### src/rtl/ysyx_24100006_idu_pkg.sv
// ysyx_24100006_idu_pkg
//   Shared decode definitions for the IDU: RV32I opcodes, ALU operation
//   encodings, jump encodings and the immediate-format selector.
package ysyx_24100006_idu_pkg;

  localparam int XLEN_DEF     = 32;
  localparam int ALU_OP_W_DEF = 4;

  localparam logic [6:0] OPC_LUI    = 7'b0110111;
  localparam logic [6:0] OPC_AUIPC  = 7'b0010111;
  localparam logic [6:0] OPC_JAL    = 7'b1101111;
  localparam logic [6:0] OPC_JALR   = 7'b1100111;
  localparam logic [6:0] OPC_BRANCH = 7'b1100011;
  localparam logic [6:0] OPC_LOAD   = 7'b0000011;
  localparam logic [6:0] OPC_STORE  = 7'b0100011;
  localparam logic [6:0] OPC_OPIMM  = 7'b0010011;
  localparam logic [6:0] OPC_OP     = 7'b0110011;
  localparam logic [6:0] OPC_SYSTEM = 7'b1110011;

  localparam logic [3:0] ALU_ADD  = 4'd0;
  localparam logic [3:0] ALU_SUB  = 4'd1;
  localparam logic [3:0] ALU_SLL  = 4'd2;
  localparam logic [3:0] ALU_SLT  = 4'd3;
  localparam logic [3:0] ALU_SLTU = 4'd4;
  localparam logic [3:0] ALU_XOR  = 4'd5;
  localparam logic [3:0] ALU_SRL  = 4'd6;
  localparam logic [3:0] ALU_SRA  = 4'd7;
  localparam logic [3:0] ALU_OR   = 4'd8;
  localparam logic [3:0] ALU_AND  = 4'd9;
  localparam logic [3:0] ALU_LUI  = 4'd10;

  localparam logic [1:0] JMP_NONE = 2'd0;
  localparam logic [1:0] JMP_JAL  = 2'd1;
  localparam logic [1:0] JMP_JALR = 2'd2;

  typedef enum logic [2:0] {
    IMM_NONE,
    IMM_I,
    IMM_S,
    IMM_B,
    IMM_U,
    IMM_J
  } imm_sel_e;

  function automatic imm_sel_e imm_sel_of(input logic [6:0] opc);
    case (opc)
      OPC_OPIMM, OPC_LOAD, OPC_JALR, OPC_SYSTEM: imm_sel_of = IMM_I;
      OPC_STORE:                                 imm_sel_of = IMM_S;
      OPC_BRANCH:                                imm_sel_of = IMM_B;
      OPC_LUI, OPC_AUIPC:                        imm_sel_of = IMM_U;
      OPC_JAL:                                   imm_sel_of = IMM_J;
      default:                                   imm_sel_of = IMM_NONE;
    endcase
  endfunction

  // Base register/immediate ALU op for a funct3 (funct7 variants handled by caller).
  function automatic logic [3:0] alu_of_f3(input logic [2:0] f3);
    case (f3)
      3'b000:  alu_of_f3 = ALU_ADD;
      3'b001:  alu_of_f3 = ALU_SLL;
      3'b010:  alu_of_f3 = ALU_SLT;
      3'b011:  alu_of_f3 = ALU_SLTU;
      3'b100:  alu_of_f3 = ALU_XOR;
      3'b101:  alu_of_f3 = ALU_SRL;
      3'b110:  alu_of_f3 = ALU_OR;
      default: alu_of_f3 = ALU_AND;
    endcase
  endfunction

endpackage

### src/rtl/ysyx_24100006_immgen.sv
// ysyx_24100006_immgen
//   Combinational immediate generator. Picks the I/S/B/U/J format from the
//   opcode and sign-extends from inst[31] to XLEN; R-type and unknown
//   opcodes yield 0.
// Ports
//   inst  in   32    instruction word
//   imm   out  XLEN  sign-extended immediate
module ysyx_24100006_immgen
  import ysyx_24100006_idu_pkg::*;
#(
  parameter int XLEN = XLEN_DEF
) (
  input  logic [31:0]     inst,
  output logic [XLEN-1:0] imm
);

  logic signed [31:0] imm32;

  always_comb begin
    imm32 = '0;
    case (imm_sel_of(inst[6:0]))
      IMM_I:   imm32 = {{20{inst[31]}}, inst[31:20]};
      IMM_S:   imm32 = {{20{inst[31]}}, inst[31:25], inst[11:7]};
      IMM_B:   imm32 = {{19{inst[31]}}, inst[31], inst[7], inst[30:25], inst[11:8], 1'b0};
      IMM_U:   imm32 = {inst[31:12], 12'b0};
      IMM_J:   imm32 = {{11{inst[31]}}, inst[31], inst[19:12], inst[20], inst[30:21], 1'b0};
      default: imm32 = '0;
    endcase
  end

  assign imm = XLEN'(imm32);

endmodule

### src/rtl/ysyx_24100006_idu.sv
// ysyx_24100006_idu
//   RV32I decode stage (plus ecall/ebreak) with a one-entry output register.
//   Input side: in_valid/in_ready carrying {in_pc, in_inst} from IFU.
//   Output side: out_valid/out_ready carrying the decoded bundle to EXU.
//   flush discards both the held beat and any incoming beat.
// Configuration
//   RV32E_EN  defined: 16-register RV32E, any used index with bit4 set is illegal.
// Ports
//   clk, reset (sync, active-high), flush
//   in_valid, in_ready, in_pc, in_inst
//   out_valid, out_ready, out_pc, out_rs1/rs2/rd, out_imm, out_alu_op,
//   out_src2_imm, out_src1_pc, out_rf_wen, out_mem_ren, out_mem_wen,
//   out_mem_size, out_branch, out_jump, out_ecall, out_ebreak, out_illegal
module ysyx_24100006_idu
  import ysyx_24100006_idu_pkg::*;
#(
  parameter int XLEN     = XLEN_DEF,
  parameter int ALU_OP_W = ALU_OP_W_DEF
) (
  input  logic                clk,
  input  logic                reset,
  input  logic                flush,
  input  logic                in_valid,
  output logic                in_ready,
  input  logic [XLEN-1:0]     in_pc,
  input  logic [31:0]         in_inst,
  output logic                out_valid,
  input  logic                out_ready,
  output logic [XLEN-1:0]     out_pc,
  output logic [4:0]          out_rs1,
  output logic [4:0]          out_rs2,
  output logic [4:0]          out_rd,
  output logic [XLEN-1:0]     out_imm,
  output logic [ALU_OP_W-1:0] out_alu_op,
  output logic                out_src2_imm,
  output logic                out_src1_pc,
  output logic                out_rf_wen,
  output logic                out_mem_ren,
  output logic                out_mem_wen,
  output logic [2:0]          out_mem_size,
  output logic                out_branch,
  output logic [1:0]          out_jump,
  output logic                out_ecall,
  output logic                out_ebreak,
  output logic                out_illegal
);

  logic [6:0] opc;
  logic [2:0] f3;
  logic [6:0] f7;
  assign opc = in_inst[6:0];
  assign f3  = in_inst[14:12];
  assign f7  = in_inst[31:25];

  logic [XLEN-1:0] d_imm;

  ysyx_24100006_immgen #(.XLEN(XLEN)) u_immgen (
    .inst (in_inst),
    .imm  (d_imm)
  );

  logic       use_rs1, use_rs2, use_rd;
  logic [3:0] d_alu;
  logic       d_src2_imm, d_src1_pc, d_mem_ren, d_mem_wen, d_branch;
  logic       d_ecall, d_ebreak, d_bad;
  logic [2:0] d_mem_size;
  logic [1:0] d_jump;
  logic       bad_opc;

  always_comb begin
    use_rs1    = 1'b0;
    use_rs2    = 1'b0;
    use_rd     = 1'b0;
    d_alu      = ALU_ADD;
    d_src2_imm = 1'b0;
    d_src1_pc  = 1'b0;
    d_mem_ren  = 1'b0;
    d_mem_wen  = 1'b0;
    d_mem_size = 3'b000;
    d_branch   = 1'b0;
    d_jump     = JMP_NONE;
    d_ecall    = 1'b0;
    d_ebreak   = 1'b0;
    bad_opc    = 1'b0;
    case (opc)
      OPC_LUI: begin
        use_rd     = 1'b1;
        d_src2_imm = 1'b1;
        d_alu      = ALU_LUI;
      end
      OPC_AUIPC: begin
        use_rd     = 1'b1;
        d_src1_pc  = 1'b1;
        d_src2_imm = 1'b1;
      end
      OPC_JAL: begin
        use_rd     = 1'b1;
        d_src1_pc  = 1'b1;
        d_src2_imm = 1'b1;
        d_jump     = JMP_JAL;
      end
      OPC_JALR: begin
        use_rs1    = 1'b1;
        use_rd     = 1'b1;
        d_src2_imm = 1'b1;
        d_jump     = JMP_JALR;
        bad_opc    = (f3 != 3'b000);
      end
      OPC_BRANCH: begin
        use_rs1    = 1'b1;
        use_rs2    = 1'b1;
        d_branch   = 1'b1;
        d_mem_size = f3;
        bad_opc    = (f3 == 3'b010) || (f3 == 3'b011);
      end
      OPC_LOAD: begin
        use_rs1    = 1'b1;
        use_rd     = 1'b1;
        d_src2_imm = 1'b1;
        d_mem_ren  = 1'b1;
        d_mem_size = f3;
        bad_opc    = (f3 == 3'b011) || (f3 == 3'b110) || (f3 == 3'b111);
      end
      OPC_STORE: begin
        use_rs1    = 1'b1;
        use_rs2    = 1'b1;
        d_src2_imm = 1'b1;
        d_mem_wen  = 1'b1;
        d_mem_size = f3;
        bad_opc    = (f3 > 3'b010);
      end
      OPC_OPIMM: begin
        use_rs1    = 1'b1;
        use_rd     = 1'b1;
        d_src2_imm = 1'b1;
        d_alu      = alu_of_f3(f3);
        if (f3 == 3'b001) begin
          bad_opc = (f7 != 7'b0);
        end else if (f3 == 3'b101) begin
          // inst[30] picks srai over srli; every other funct7 bit must be 0
          d_alu   = in_inst[30] ? ALU_SRA : ALU_SRL;
          bad_opc = ({f7[6], f7[4:0]} != 6'b0);
        end
      end
      OPC_OP: begin
        use_rs1 = 1'b1;
        use_rs2 = 1'b1;
        use_rd  = 1'b1;
        d_alu   = alu_of_f3(f3);
        if (f7 == 7'b0100000) begin
          if (f3 == 3'b000)      d_alu   = ALU_SUB;
          else if (f3 == 3'b101) d_alu   = ALU_SRA;
          else                   bad_opc = 1'b1;
        end else if (f7 != 7'b0) begin
          bad_opc = 1'b1;
        end
      end
      OPC_SYSTEM: begin
        if (in_inst == 32'h0000_0073)      d_ecall  = 1'b1;
        else if (in_inst == 32'h0010_0073) d_ebreak = 1'b1;
        else                               bad_opc  = 1'b1;
      end
      default: bad_opc = 1'b1;
    endcase
  end

`ifdef RV32E_EN
  logic bad_reg;
  assign bad_reg = (use_rs1 & in_inst[19]) | (use_rs2 & in_inst[24]) | (use_rd & in_inst[11]);
`else
  logic bad_reg;
  assign bad_reg = 1'b0;
`endif

  assign d_bad = bad_opc | bad_reg | (in_inst[1:0] != 2'b11);

  logic [4:0] d_rs1, d_rs2, d_rd;
  assign d_rs1 = use_rs1 ? in_inst[19:15] : 5'd0;
  assign d_rs2 = use_rs2 ? in_inst[24:20] : 5'd0;
  assign d_rd  = use_rd  ? in_inst[11:7]  : 5'd0;

  logic accept;
  assign in_ready = flush | ~out_valid | out_ready;
  assign accept   = in_valid & in_ready & ~flush;

  always_ff @(posedge clk) begin
    if (reset) begin
      out_valid    <= 1'b0;
      out_pc       <= '0;
      out_rs1      <= '0;
      out_rs2      <= '0;
      out_rd       <= '0;
      out_imm      <= '0;
      out_alu_op   <= '0;
      out_src2_imm <= 1'b0;
      out_src1_pc  <= 1'b0;
      out_rf_wen   <= 1'b0;
      out_mem_ren  <= 1'b0;
      out_mem_wen  <= 1'b0;
      out_mem_size <= '0;
      out_branch   <= 1'b0;
      out_jump     <= '0;
      out_ecall    <= 1'b0;
      out_ebreak   <= 1'b0;
      out_illegal  <= 1'b0;
    end else if (flush) begin
      out_valid <= 1'b0;
    end else if (accept) begin
      out_valid    <= 1'b1;
      out_pc       <= in_pc;
      out_rs1      <= d_rs1;
      out_rs2      <= d_rs2;
      out_rd       <= d_rd;
      out_imm      <= d_imm;
      out_alu_op   <= ALU_OP_W'(d_alu);
      out_src2_imm <= d_src2_imm;
      out_src1_pc  <= d_src1_pc;
      // an illegal beat still issues, but with every side effect suppressed
      out_rf_wen   <= use_rd & (d_rd != 5'd0) & ~d_bad;
      out_mem_ren  <= d_mem_ren & ~d_bad;
      out_mem_wen  <= d_mem_wen & ~d_bad;
      out_mem_size <= d_mem_size;
      out_branch   <= d_branch & ~d_bad;
      out_jump     <= d_bad ? JMP_NONE : d_jump;
      out_ecall    <= d_ecall;
      out_ebreak   <= d_ebreak;
      out_illegal  <= d_bad;
    end else if (out_ready) begin
      out_valid <= 1'b0;
    end
  end

endmodule

### config.mk
export PLATFORM = sky130hd
export DESIGN_NAME = ysyx_24100006_idu
export DESIGN_NICKNAME = d
export VERILOG_FILES = /design/src/rtl/ysyx_24100006_idu_pkg.sv /design/src/rtl/ysyx_24100006_immgen.sv /design/src/rtl/ysyx_24100006_idu.sv
export SDC_FILE = /design/constraint.sdc
export NUM_CORES = 1
export LEC_CHECK = 0
export CORE_MARGIN = 4
export CORE_UTILIZATION = 47
export DETAILED_ROUTE_END_ITERATION = 10
export GPL_ROUTABILITY_DRIVEN = 0
export HOLD_SLACK_MARGIN = 0.15
export PLACE_DENSITY = 0.86
export SLEW_MARGIN = 20
export SYNTH_ARGS = -nofsm -noshare
export SYNTH_HDL_FRONTEND = slang
export SYNTH_SLANG_ARGS = --single-unit
export TNS_END_PERCENT = 50
### constraint.sdc
create_clock -name clk -period 4.05 [get_ports clk]
set_input_delay 0.405 -clock clk [delete_from_list [all_inputs] [get_ports clk]]
set_output_delay 0.405 -clock clk [all_outputs]
set_load 0.02 [all_outputs]
# Yosys cells after proc, flatten, opt, wreduce, memory -nomap -nowiden
# Cells that the tools add are included.
# W data, S select, Z words.
[totals]
reg_bits = 98
input_bits = 69
output_inout_bits = 99
wordCells = 119
[classes]
n_lt_le_gt_ge = 1
n_eq_ne = 26
muxes = 41
n_bitwise = 13
n_reduce_logical = 20
[ops]
columns = ["op", "count"]
rows = [
  ["$pmux W32 S5", 1],
  ["$eq A32 B21 Y1 const B", 1],
  ["$eq A32 B7 Y1 const B", 1],
  ["$eq A7 B6 Y1 const B", 4],
  ["$eq A7 B7 Y1 const B", 4],
  ["$pmux W4 S7", 1],
  ["$mux W1", 24],
  ["$pmux W4 S6", 1],
  ["$mux W4", 5],
  ["$eq A3 B3 Y1 const B", 6],
  ["$mux W5", 3],
  ["$pmux W3 S5", 1],
  ["$eq A7 B5 Y1 const B", 2],
  ["$reduce_or A7 Y1", 2],
  ["$eq A3 B2 Y1 const B", 4],
  ["$pmux W4 S3", 1],
  ["$reduce_or A3 Y1", 3],
  ["$pmux W1 S8", 1],
  ["$and A1 B1 Y1", 7],
  ["$eq A7 B2 Y1 const B", 1],
  ["$reduce_bool A7 Y1", 1],
  ["$eq A3 B1 Y1 const B", 2],
  ["$reduce_bool A6 Y1", 1],
  ["$reduce_or A2 Y1", 3],
  ["other kinds (15)", 21],
]

# Logic depth before layout (Yosys ltp)
[logic_depth]
ltp_word = 8
depth_mapped = 8
ltp_nobuf = 5

# By module
# A second synthesis with hierarchy kept.
[hier_totals]
cells_unflattened = 572
hier_area_um2 = 4465.5
[modules_own_cells]
columns = ["module", "n_inst", "cells_each", "area_per_inst_um2", "seq_area_each_um2"]
rows = [
  ["ysyx_24100006_idu", 1, 495, 3866.2, 1961.9],
  ["ysyx_24100006_immgen", 1, 77, 599.3, 0.0],
]

# Worst setup path after synthesis
# No wires, ideal clock.
[synth_path]
path_type = "input -> register"
startpoint = "in in_inst[2]"
endpoint = "reg out_branch"
setup_ns = 0.117
arrival_ns = 1.693
t_required_ns = 3.933
path_slack_ns = 2.240
cell_stages = 7
n_path_buf = 2
cell_sequence = "buf_2 > nand4bb_1 > buf_4 > or3_4 > o32ai_4 > nor3_2 > a32o_1"
[synth_via]
elab_chain_cells = 7
elab_cells_between_ends = 20
classes_between = "eq/ne: 12; mux: 4; bitwise: 3; reduce/logical: 1"
[synth_lines]
columns = ["item", "line", "text"]
rows = [
  ["start: declaration", "ysyx_24100006_idu.sv:26", "input logic [31:0] in_inst,"],
  ["$eq A32 B21 Y1", "ysyx_24100006_idu.sv:160", "else if (in_inst == 32'h0010_0073) d_ebreak = 1'b1;"],
  ["$mux W1", "ysyx_24100006_idu.sv:160", ""],
  ["$mux W1", "ysyx_24100006_idu.sv:159", "if (in_inst == 32'h0000_0073) d_ecall = 1'b1;"],
  ["$pmux W1 S8", "ysyx_24100006_idu.sv:85", "case (opc)"],
  ["$or A1 B1 Y1", "ysyx_24100006_idu.sv:175", "assign d_bad = bad_opc | bad_reg | (in_inst[1:0] != 2'b11);"],
  ["$not A1 Y1", "ysyx_24100006_idu.sv:223", "out_branch <= d_branch & ~d_bad;"],
  ["$and A1 B1 Y1 (*)", "ysyx_24100006_idu.sv:223", ""],
  ["end signal: assignment", "ysyx_24100006_idu.sv:223", ""],
  ["end: declaration", "ysyx_24100006_idu.sv:41", "output logic out_branch,"],
]
# Mark *: on every way between the ends. The rest lies on a longest branch, timed or not.
# A chain may end at the register's enable or synchronous reset.

# Final worst setup path
[layout_path]
startpoint = "in in_inst[4]"
endpoint = "reg out_rs2[1]"
[layout_via]
elab_chain_cells = 4
elab_cells_between_ends = 6
classes_between = "eq/ne: 3; mux: 2; reduce/logical: 1"
[layout_lines]
columns = ["item", "line", "text"]
rows = [
  ["$eq A7 B6 Y1 / $eq A7 B7 Y1 (equally long branches)", "ysyx_24100006_idu.sv:85", ""],
  ["$reduce_or A3 Y1 (no line) (*)", "-", ""],
  ["$mux W1 (*)", "ysyx_24100006_idu.sv:85", ""],
  ["$mux W5 (*)", "ysyx_24100006_idu.sv:179", "assign d_rs2 = use_rs2 ? in_inst[24:20] : 5'd0;"],
  ["end signal: assignment", "ysyx_24100006_idu.sv:212", "out_rs2 <= d_rs2;"],
  ["end: declaration", "ysyx_24100006_idu.sv:31", "output logic [4:0] out_rs2,"],
]
# Marked as above.

==> metrics.md <==
| Metric | Value |
|---|---|
| CTS Sinks | `roughly 100` |
| Area after DPL | `5811 sq um` |
| Crit end category | `flop` |
| Post-route cell area | `6018 sq um` |
| End of the worst register-to-register path | `out_rd[4]$_SDFFE_PP0P_` |
| Clock buffer depth | `2` |
| Slew Viols, Final | `0` |
| Resized cells post-CTS | `0` |
| DR top layer | `met4` |
| Hold Path Class | `flop to flop` |
| PortBufs | `about 170` |
| Initial Util | `47.95%` |
| Synth area leader | `dfxtp_1` |
| Antenna violations before repair | `0` |
| Nets | `723` |
| # diodes | `0` |
| Type of origin of the critical path | `input port` |
| Run status | `finished clean` |
| Post-cts hold buffer count | `0` |
| CP arrival | `around 2900 ps` |
| Layout cells sized above 1 | `5.615%` |
| Leakage | `2.031 nW` |
| Wire length per cell | `about 17 microns` |
| Layout Skew | `11.11 ps` |
| Synth Instances | `512` |
| Seq cells post-synth | `between 90 and 100` |
| Syn Nets | `581` |
| Met3 wire len | `approximately 1200 microns` |
| # H-tree levels | `3` |
| Register area share after synthesis | `a little under half` |
| Wire length on met2 | `6199 microns` |
| Period utilisation layout | `roughly 64%` |
| Yosys warns | `0` |
| Worst hold endpoint | `out_pc[22]$_SDFFE_PP0P_` |
| Vias in the first global route | `4,042` |
| CP max FO | `17` |
| Maximum vdd drop | `0.0001870 V` |
| Post-CTS Setup Repair Bufs | `0` |
| Vias | `between 4,000 and 5,000` |
| Syn Std Cell Area | `4161 sq um` |
| Worst rel slew slack | `44.08%` |
| R2R depth | `6` |
| Min-delay src | `out_pc[22]$_SDFFE_PP0P_` |
| Register-to-register setup slack | `2110 ps` |
| CTS Root Cell | `clkbuf_8` |
| Asr flop ratio synth | `0%` |
| All-Layer GR Usage | `24.04%` |
| P&R area growth vs syn | `44.62%` |
| Primary FF master, synth | `dfxtp_1` |
| Die width | `between 100 and 150 microns` |
| Share of the synthesized area in the top cell type | `47.14%` |
| FF+latch area | `1962 sq um` |
| CTS tree | `built` |
| First-pass GRT wire length | `approximately 20,000 microns` |
| Ranking of synthesized cells by area | `dfxtp_1, nand2_1, a21oi_1` |
| Multi-input gate area | `around 2000 sq um` |
| Layout fillers | `a little over 700` |
| CTS clock-pin slew for the worst setup and hold paths | `100 ps` |
| Power Density | `318.4 nW/um^2` |
| Die area | `roughly 10,000 sq um` |
| Fin. Hold Viols | `0` |
| Pin count of the biggest net entering global routing | `62` |
| Cts bufs inserted | `9` |
| Cell Rows | `34` |
| Worst endpoint required time | `around 4300 ps` |
| Die Y | `around 100 microns` |
| # Max-Cap Violations | `0` |
| RSZ-0062 raised after global routing | `no` |
| Count of cell types in the netlist | `54` |
| Tmin final | `2612 ps` |
| DRC errors left | `0` |
| Wl on met1 | `approximately 5300 microns` |
| Count leader, synth | `nand2_1` |
| Number of synthesized flops with an enable pin | `0` |
| Syn_area_per_cell | `between 8 and 9 sq um` |
| Placed wire-length estimate | `between 9000 and 10,000 microns` |
| Setup TNS | `0 ps` |
| First DRT Iteration DRCs | `approximately 180` |
| Worst-skew pair later-pin latency | `350 ps` |
| Core area | `about 8700 sq um` |
| Router iterations before antenna repair | `5` |
| Routed vias/inst | `approximately 5.6` |
| Crit path kind | `input port to flop` |
| Crit Reg-Reg Startpoint | `out_valid$_SDFFE_PP0P_` |
| Routed Antenna Nets | `0` |
| Global-route congestion overflow total | `0` |
| Total wire length | `13,020 microns` |
| Ports | `between 150 and 200` |
| Synth cell count leaders | `nand2_1, dfxtp_1, a21oi_1, nor2_1` |
| Worst hold path stage count | `2` |
| Actual slew at the worst max-slew pin | `836.7 ps` |
| Fmax | `0.3829 GHz` |
| Final setup fails | `0` |
per-layer routing:
layer  up-vias  track usage, %
li1       2069               -
met1      2030           30.45
met2       187           40.18
met3        22           6.280
met4         0           7.568
met5         -               0
layout by cell type (no fill, tap or decap), drive strengths merged, types with 3 or more instances in the layout:
master,n
clkdlybuf4s50,166
nand2,110
dfxtp,98
a21oi,73
nor2,38
o21ai,25
a22oi,20
nand3,11
clkbuf,11
nand2b,11
nor3,9
nor4,6
nor2b,6
and2,5
inv,5
buf,5
or2,4
a211oi,4
a221o,4
a311oi,4
or3,4
a32oi,3
a32o,3
clkinvlp,3
report_power, final:
group,leakage [nW],switching [mW],internal [mW]
Clock,0.0922,0.342,0.305
Sequential,0.794,0.00961,0.983
Combinational,1.14,0.149,0.127
critical path, cell delays in order:
cell             delay (ps)
clkdlybuf4s50_1         770
nor2b_1                 500
nand2_1                 200
a211oi_1                720
a22oi_1                 160
nor2_1                  140
final cells by class:
cell class	instances	share of cell area, %
Sequential cell	98	32.60
Clock buffer	11	2.349
Clock inverter	5	1.019
Tap cell	108	2.245
Inverter	4	0.2495
Timing Repair Buffer	171	28.19
Multi-Input combinational cell	370	33.35
cells by family (layout without fill, tap and decap cells):
group / count (synthesis) / count (layout) / share of synthesized area (%)
AND/OR/NAND/NOR: 218 / 218 / 24.65
AO/OA/AOI/OAI: 148 / 148 / 22.25
flip-flops: 98 / 98 / 47.14
buffers and inverters: 44 / 191 / 5.051
XOR/XNOR: 2 / 2 / 0.4210
multiplexers: 2 / 2 / 0.4811
through the flow:
step / cells / util [%] / hold WS (ps) / setup WS [ps] / total power, mW
floorplan: 512 / - / 530.2 / 2240 / 1.148
global placement: 751 / 66.96 / 440.3 / 1251 / 1.282
global route: 767 / 69.35 / 472.7 / 1225 / 1.979
finish: 767 / 69.35 / 459.1 / 1438 / 1.916
detailed placement: 751 / 66.96 / 446.3 / 1101 / 1.288
CTS: 767 / 69.29 / 460.6 / 1486 / 1.923
how the worst max path moves through the flow:
| stage | start | to | slack (ps) |
|---|---|---|---|
| global placement | in_inst[4] | out_rs2[4]$_SDFFE_PP0P_ | 1250 |
| floorplan | in_inst[2] | out_branch$_SDFFE_PP0P_ | 2240 |
| finish | in_inst[4] | out_rs2[1]$_SDFFE_PP0P_ | 1440 |
| detailed placement | in_inst[4] | out_rs2[1]$_SDFFE_PP0P_ | 1100 |
| CTS | in_inst[4] | out_rs2[1]$_SDFFE_PP0P_ | 1490 |
| global route | in_inst[4] | out_rs2[1]$_SDFFE_PP0P_ | 1230 |
sequential cells by signal, indices dropped and copies added (netlist names), 2 cells and up:
register and count:
out_rs2 5, out_mem_size 3, out_rd 5, out_jump 2, out_pc 32, out_rs1 5, out_alu_op 4, out_imm 32
Power figures use the tool's default switching activity.
